<file path="config.mk">
export PLATFORM = sky130hd
export DESIGN_NAME = vram_arbiter
export DESIGN_NICKNAME = d
export VERILOG_FILES = /design/src/rtl/vram_arbiter.sv
export SDC_FILE = /design/constraint.sdc
export NUM_CORES = 1
export LEC_CHECK = 0
export ABC_AREA = 1
export BUFFER_PORTS_ARGS = -buffer_cell sky130_fd_sc_hd__buf_2
export CAP_MARGIN = 10
export CORE_AREA = 2 2 70 72
export DETAILED_ROUTE_END_ITERATION = 10
export DIE_AREA = 0 0 72 74
export GPL_ROUTABILITY_DRIVEN = 0
export GPL_TIMING_DRIVEN = 1
export PLACE_DENSITY = 0.8
export SLEW_MARGIN = 20
export SYNTH_ARGS = -nofsm -noshare
export SYNTH_HDL_FRONTEND = slang
export SYNTH_SLANG_ARGS = --single-unit
export TNS_END_PERCENT = 5
</file>
<file path="constraint.sdc">
create_clock -name clk -period 1.7 [get_ports clk]
set_input_delay 0 -clock clk [delete_from_list [all_inputs] [get_ports clk]]
set_output_delay 0 -clock clk [all_outputs]
set_load 0.02 [all_outputs]
</file>
<file path="src/rtl/vram_arbiter.sv">
// vram_arbiter: shares one single-port synchronous video RAM between the
// display fetch engine (absolute priority, fixed latency) and the CPU bus
// (req/ack handshake, served on every cycle the display leaves free).
//
// Ports:
//   clk, reset                        video clock, async active-high reset
//   vid_rd, vid_addr                  display read strobe and address
//   vid_valid, vid_data               display read result, 2 edges after issue
//   cpu_req, cpu_we, cpu_addr,        CPU request, held until cpu_ack
//   cpu_wdata
//   cpu_ack, cpu_rdata, cpu_busy      CPU completion pulse, read data, busy flag
//   mem_addr, mem_we, mem_wdata       registered memory controls
//   mem_rdata                         memory read data (1-cycle latency)
//   cpu_wait_cnt, cpu_starved,        CPU wait counter and sticky starvation
//   starve_clr                        flag, built only with VRAM_ARB_STARVE_EN
module vram_arbiter #(
    parameter int ADDR_W   = 11,
    parameter int DATA_W   = 8,
    parameter int WAIT_W   = 8,
    parameter int MAX_WAIT = 200
) (
    input  logic              clk,
    input  logic              reset,
    input  logic              vid_rd,
    input  logic [ADDR_W-1:0] vid_addr,
    output logic              vid_valid,
    output logic [DATA_W-1:0] vid_data,
    input  logic              cpu_req,
    input  logic              cpu_we,
    input  logic [ADDR_W-1:0] cpu_addr,
    input  logic [DATA_W-1:0] cpu_wdata,
    output logic              cpu_ack,
    output logic [DATA_W-1:0] cpu_rdata,
    output logic              cpu_busy,
    output logic [ADDR_W-1:0] mem_addr,
    output logic              mem_we,
    output logic [DATA_W-1:0] mem_wdata,
    input  logic [DATA_W-1:0] mem_rdata,
    output logic [WAIT_W-1:0] cpu_wait_cnt,
    output logic              cpu_starved,
    input  logic              starve_clr
);
    typedef enum logic [1:0] {NONE, VID, CPU} tag_t;
    tag_t tag1, tag2;
    logic wr2;
    logic grant;
    // The display always wins; only one CPU access may be in flight.
    assign grant = !vid_rd && cpu_req && !cpu_busy;
    always_ff @(posedge clk or posedge reset) begin
        if (reset) begin
            tag1      <= NONE;
            tag2      <= NONE;
            wr2       <= 1'b0;
            mem_addr  <= '0;
            mem_we    <= 1'b0;
            mem_wdata <= '0;
            vid_valid <= 1'b0;
            vid_data  <= '0;
            cpu_ack   <= 1'b0;
            cpu_rdata <= '0;
            cpu_busy  <= 1'b0;
        end else begin
            tag1   <= vid_rd ? VID : grant ? CPU : NONE;
            tag2   <= tag1;
            // mem_we of the stage-1 access tells stage 2 whether it was a write
            wr2    <= mem_we;
            mem_we <= grant && cpu_we;
            if (vid_rd || grant) mem_addr <= vid_rd ? vid_addr : cpu_addr;
            if (grant) mem_wdata <= cpu_wdata;
            vid_valid <= tag2 == VID;
            if (tag2 == VID) vid_data <= mem_rdata;
            cpu_ack <= tag2 == CPU;
            if (tag2 == CPU && !wr2) cpu_rdata <= mem_rdata;
            // grant is blocked while busy, so set and clear never coincide
            if (grant) cpu_busy <= 1'b1;
            else if (tag2 == CPU) cpu_busy <= 1'b0;
        end
    end
`ifdef VRAM_ARB_STARVE_EN
    logic [WAIT_W-1:0] wait_nxt;
    logic              starve_set;
    always_comb begin
        wait_nxt   = grant ? '0
                   : (cpu_req && !cpu_busy && !(&cpu_wait_cnt)) ? cpu_wait_cnt + 1'b1
                   : cpu_wait_cnt;
        // flag only on the transition into MAX_WAIT so a clear is not undone
        // while the counter sits at the threshold
        starve_set = wait_nxt == WAIT_W'(MAX_WAIT) && cpu_wait_cnt != WAIT_W'(MAX_WAIT);
    end
    always_ff @(posedge clk or posedge reset) begin
        if (reset) begin
            cpu_wait_cnt <= '0;
            cpu_starved  <= 1'b0;
        end else begin
            cpu_wait_cnt <= wait_nxt;
            cpu_starved  <= starve_set ? 1'b1 : starve_clr ? 1'b0 : cpu_starved;
        end
    end
`else
    logic unused_starve_clr;
    assign unused_starve_clr = starve_clr;
    assign cpu_wait_cnt      = '0;
    assign cpu_starved       = 1'b0;
`endif
endmodule

</file>
==> metrics.cfg <==
[status]
status = complete, no violations

[worst_setup_path]
crit_end = mem_addr[4]
setup.worst_path.end_class = flip-flop
regToRegSetupSlack_ns = 0.52
r2r_start = cpu_busy
crit_start = vid_rd
r2r.worst_path.cells = 5
arrival_ns = 1.81
cp_max_fo = 32
worst-setup-path-type = in2reg
start_kind = input port
worstPathRequired_ns = 1.93
r2r-end = mem_addr[8]

[synth]
ys_warn_count = 0
syn_area_sq_mm = 0.00198
synth_most_common_cell = nand2_1
syn_area_per_cell_sq_um = 9.08
synth_enable_flop_cells = 0
synth_area_leaders = dfrtp_1 (56%), nand2_1 (18%), nand2_2 (6.0%)
synth_top_area_share_pct = 55.6
async_reset_ff_share_pct = 100
ys_types = 17
synth_commonest_cells = nand2_1 (94), dfrtp_1 (44), nand2_2 (19), nand3_1 (19), buf_4 (12)
synth_flop_cell = dfrtp_1
syn-instance-count = 218
yosys_register_bits = 44
synth.largest_area_cell = dfrtp_1
ys_seq_area_share_pct = 55.6

[floorplanning]
start_util_pct = 43.0
die_x_um = 72
die_area_sq_mm = 0.00533
io_pins = 92
die_h_um = 74
rows = 25
core-area_sq_mm = 0.00460

[routing]
via_count = 1781
route.detailed.drc = 0
wl_um = 4770
drt-wirelength-per-cell_um = 12.3
ant_nets = 0
viasPerCell = 4.59
drt_iter0_markers = 60
dr.pass1.iters = 4

[sta]
finalClockSkew_ns = 0.00435
finalCritPeriodShare_pct = 93.2
max_slew.worst_pin.slew_ns = 0.575
min_period_ns = 1.58
timing.final.ws_setup_ns = 0.115
rsz0062_at_grt = no
fin_tns_setup_ns = 0
setup_violations = 0
fmax_ghz = 0.631
hold_viol_final = 0
slew_headroom_pct = 61.6
final_max_slew_viol_count = 0

[placement]
hpwl_um = 3010
dp_cells = 344
dpl_worst_slack_ns = 0.543
placed_area_sq_mm = 0.00233
port_buffers = 81

[layout]
drive_above_1_share_pct = 35.3
syn_to_final_growth_pct = 40.8
nets = 377
fin_cells = 388
stdcell_area_sq_mm = 0.00279
n_antenna_cell = 0
utilization_pct = 60.6

[grt]
overflow = 0
grt_pass1_wl_um = 7600
grt_max_degree = 33
grt_antenna_before_repair = 0
grt_pass1_vias = 1693
track_usage_pct = 18.6

[power_and_ir_drop]
irDropWorstVdd_uv = 323
power.leakage_nw = 1.55
powerDensity_mw_per_mm2 = 775

[clock_network]
cts_sinks = 44
cts_root_buf = clkbuf_8
h-tree-depth = 2
insertion_delay_ns = 0.29
cts-buffers-inserted = 5
clkTransAtPathRegs_ns = 0.07
cts_tree = yes
cts_buffer_depth = 2

[worst_hold_path]
hold_path_class = in2reg

[flow_run]
drv_cap = 0

==> placed cells by master (no fill, tap or decap) <==
cell and count:
buf_2 80, buf_4 1, clkbuf_1 2, clkbuf_4 1, clkbuf_8 6, conb_1 9
dfrtp_1 44, dlygate4sd3_1 36, inv_1 3, inv_2 4, inv_4 1, inv_6 1
nand2_1 94, nand2_2 19, nand2_4 1, nand3_1 19, nand3_2 1, nand3_4 1
nand4_1 8, nor2_2 1, nor2_4 1, o21ai_0 1
==> timing repair <==
action / CTS / global route
hold buffers: 36 / 0
resized for setup: 0 / 2
buffers inserted: 0 / 0
setup endpoints to repair: 0 / 8
hold endpoints to repair: 63 / 0
==> cell families after synthesis <==
| group | after synthesis | synth area share (%) |
|---|---|---|
| flip-flops | 44 | 55.6 |
| AO/OA/AOI/OAI | 1 | 0.253 |
| buffers and inverters | 27 | 9.92 |
| AND/OR/NAND/NOR | 145 | 34.0 |
| other | 1 | 0.189 |
==> routing by layer <==
layer,track usage (%),vias to the layer above,routed length [um]
met5,0,-,0
met4,6.29,0,58
met3,5.01,6,274
met2,33.3,71,2480
met1,21.8,814,1960
li1,-,890,-
==> worst min-delay path by stage <==
stage                      startpoint           to  cells after the start
after floorplan                vid_rd      tag1[0]                      0
after global placement          reset  vid_data[5]                      2
after detailed placement        reset  vid_data[6]                      2
after CTS                 cpu_addr[3]  mem_addr[3]                      5
after global routing      cpu_addr[3]  mem_addr[3]                      5
final                     cpu_addr[3]  mem_addr[3]                      5
==> flip-flops by register name (all words and copies together) (netlist names) <==
register,flops
cpu_ack,1
cpu_busy,1
cpu_rdata,8
mem_addr,11
mem_wdata,8
mem_we,1
tag1,2
tag2,2
vid_data,8
vid_valid,1
wr2,1
==> final cells by class <==
type | instances | area (sq um)
fill | 399 | 1810
timing repair buffer | 118 | 776
inverter | 9 | 41.3
sequential | 44 | 1100
clock buffer | 8 | 90.1
tap | 54 | 67.6
multi-input combinational | 155 | 712
==> worst max-delay path, cell delays in order <==
cell	delay [ns]
dlygate4sd3_1	0.53
clkbuf_4	0.22
inv_6	0.26
nand2_2	0.06
nand2_1	0.07
dlygate4sd3_1	0.55
nand2_1	0.05
nand2_1	0.06
==> metrics by stage <==
stage / hold WS [ns] / total power, mW
finish: 0.0111 / 2.16
detailed placement: 0.0917 / 1.44
global route: 0.0322 / 2.27
floorplan: 0.0314 / 1.35
CTS: 0.00894 / 2.18
global placement: 0.0889 / 1.44
==> power by group <==
group	internal [mW]	leakage, nW	switching [mW]
clock network	0.332	0.0455	0.331
registers	1.09	0.529	0.0253
logic	0.163	0.981	0.215
(Power assumes the default switching activity.)
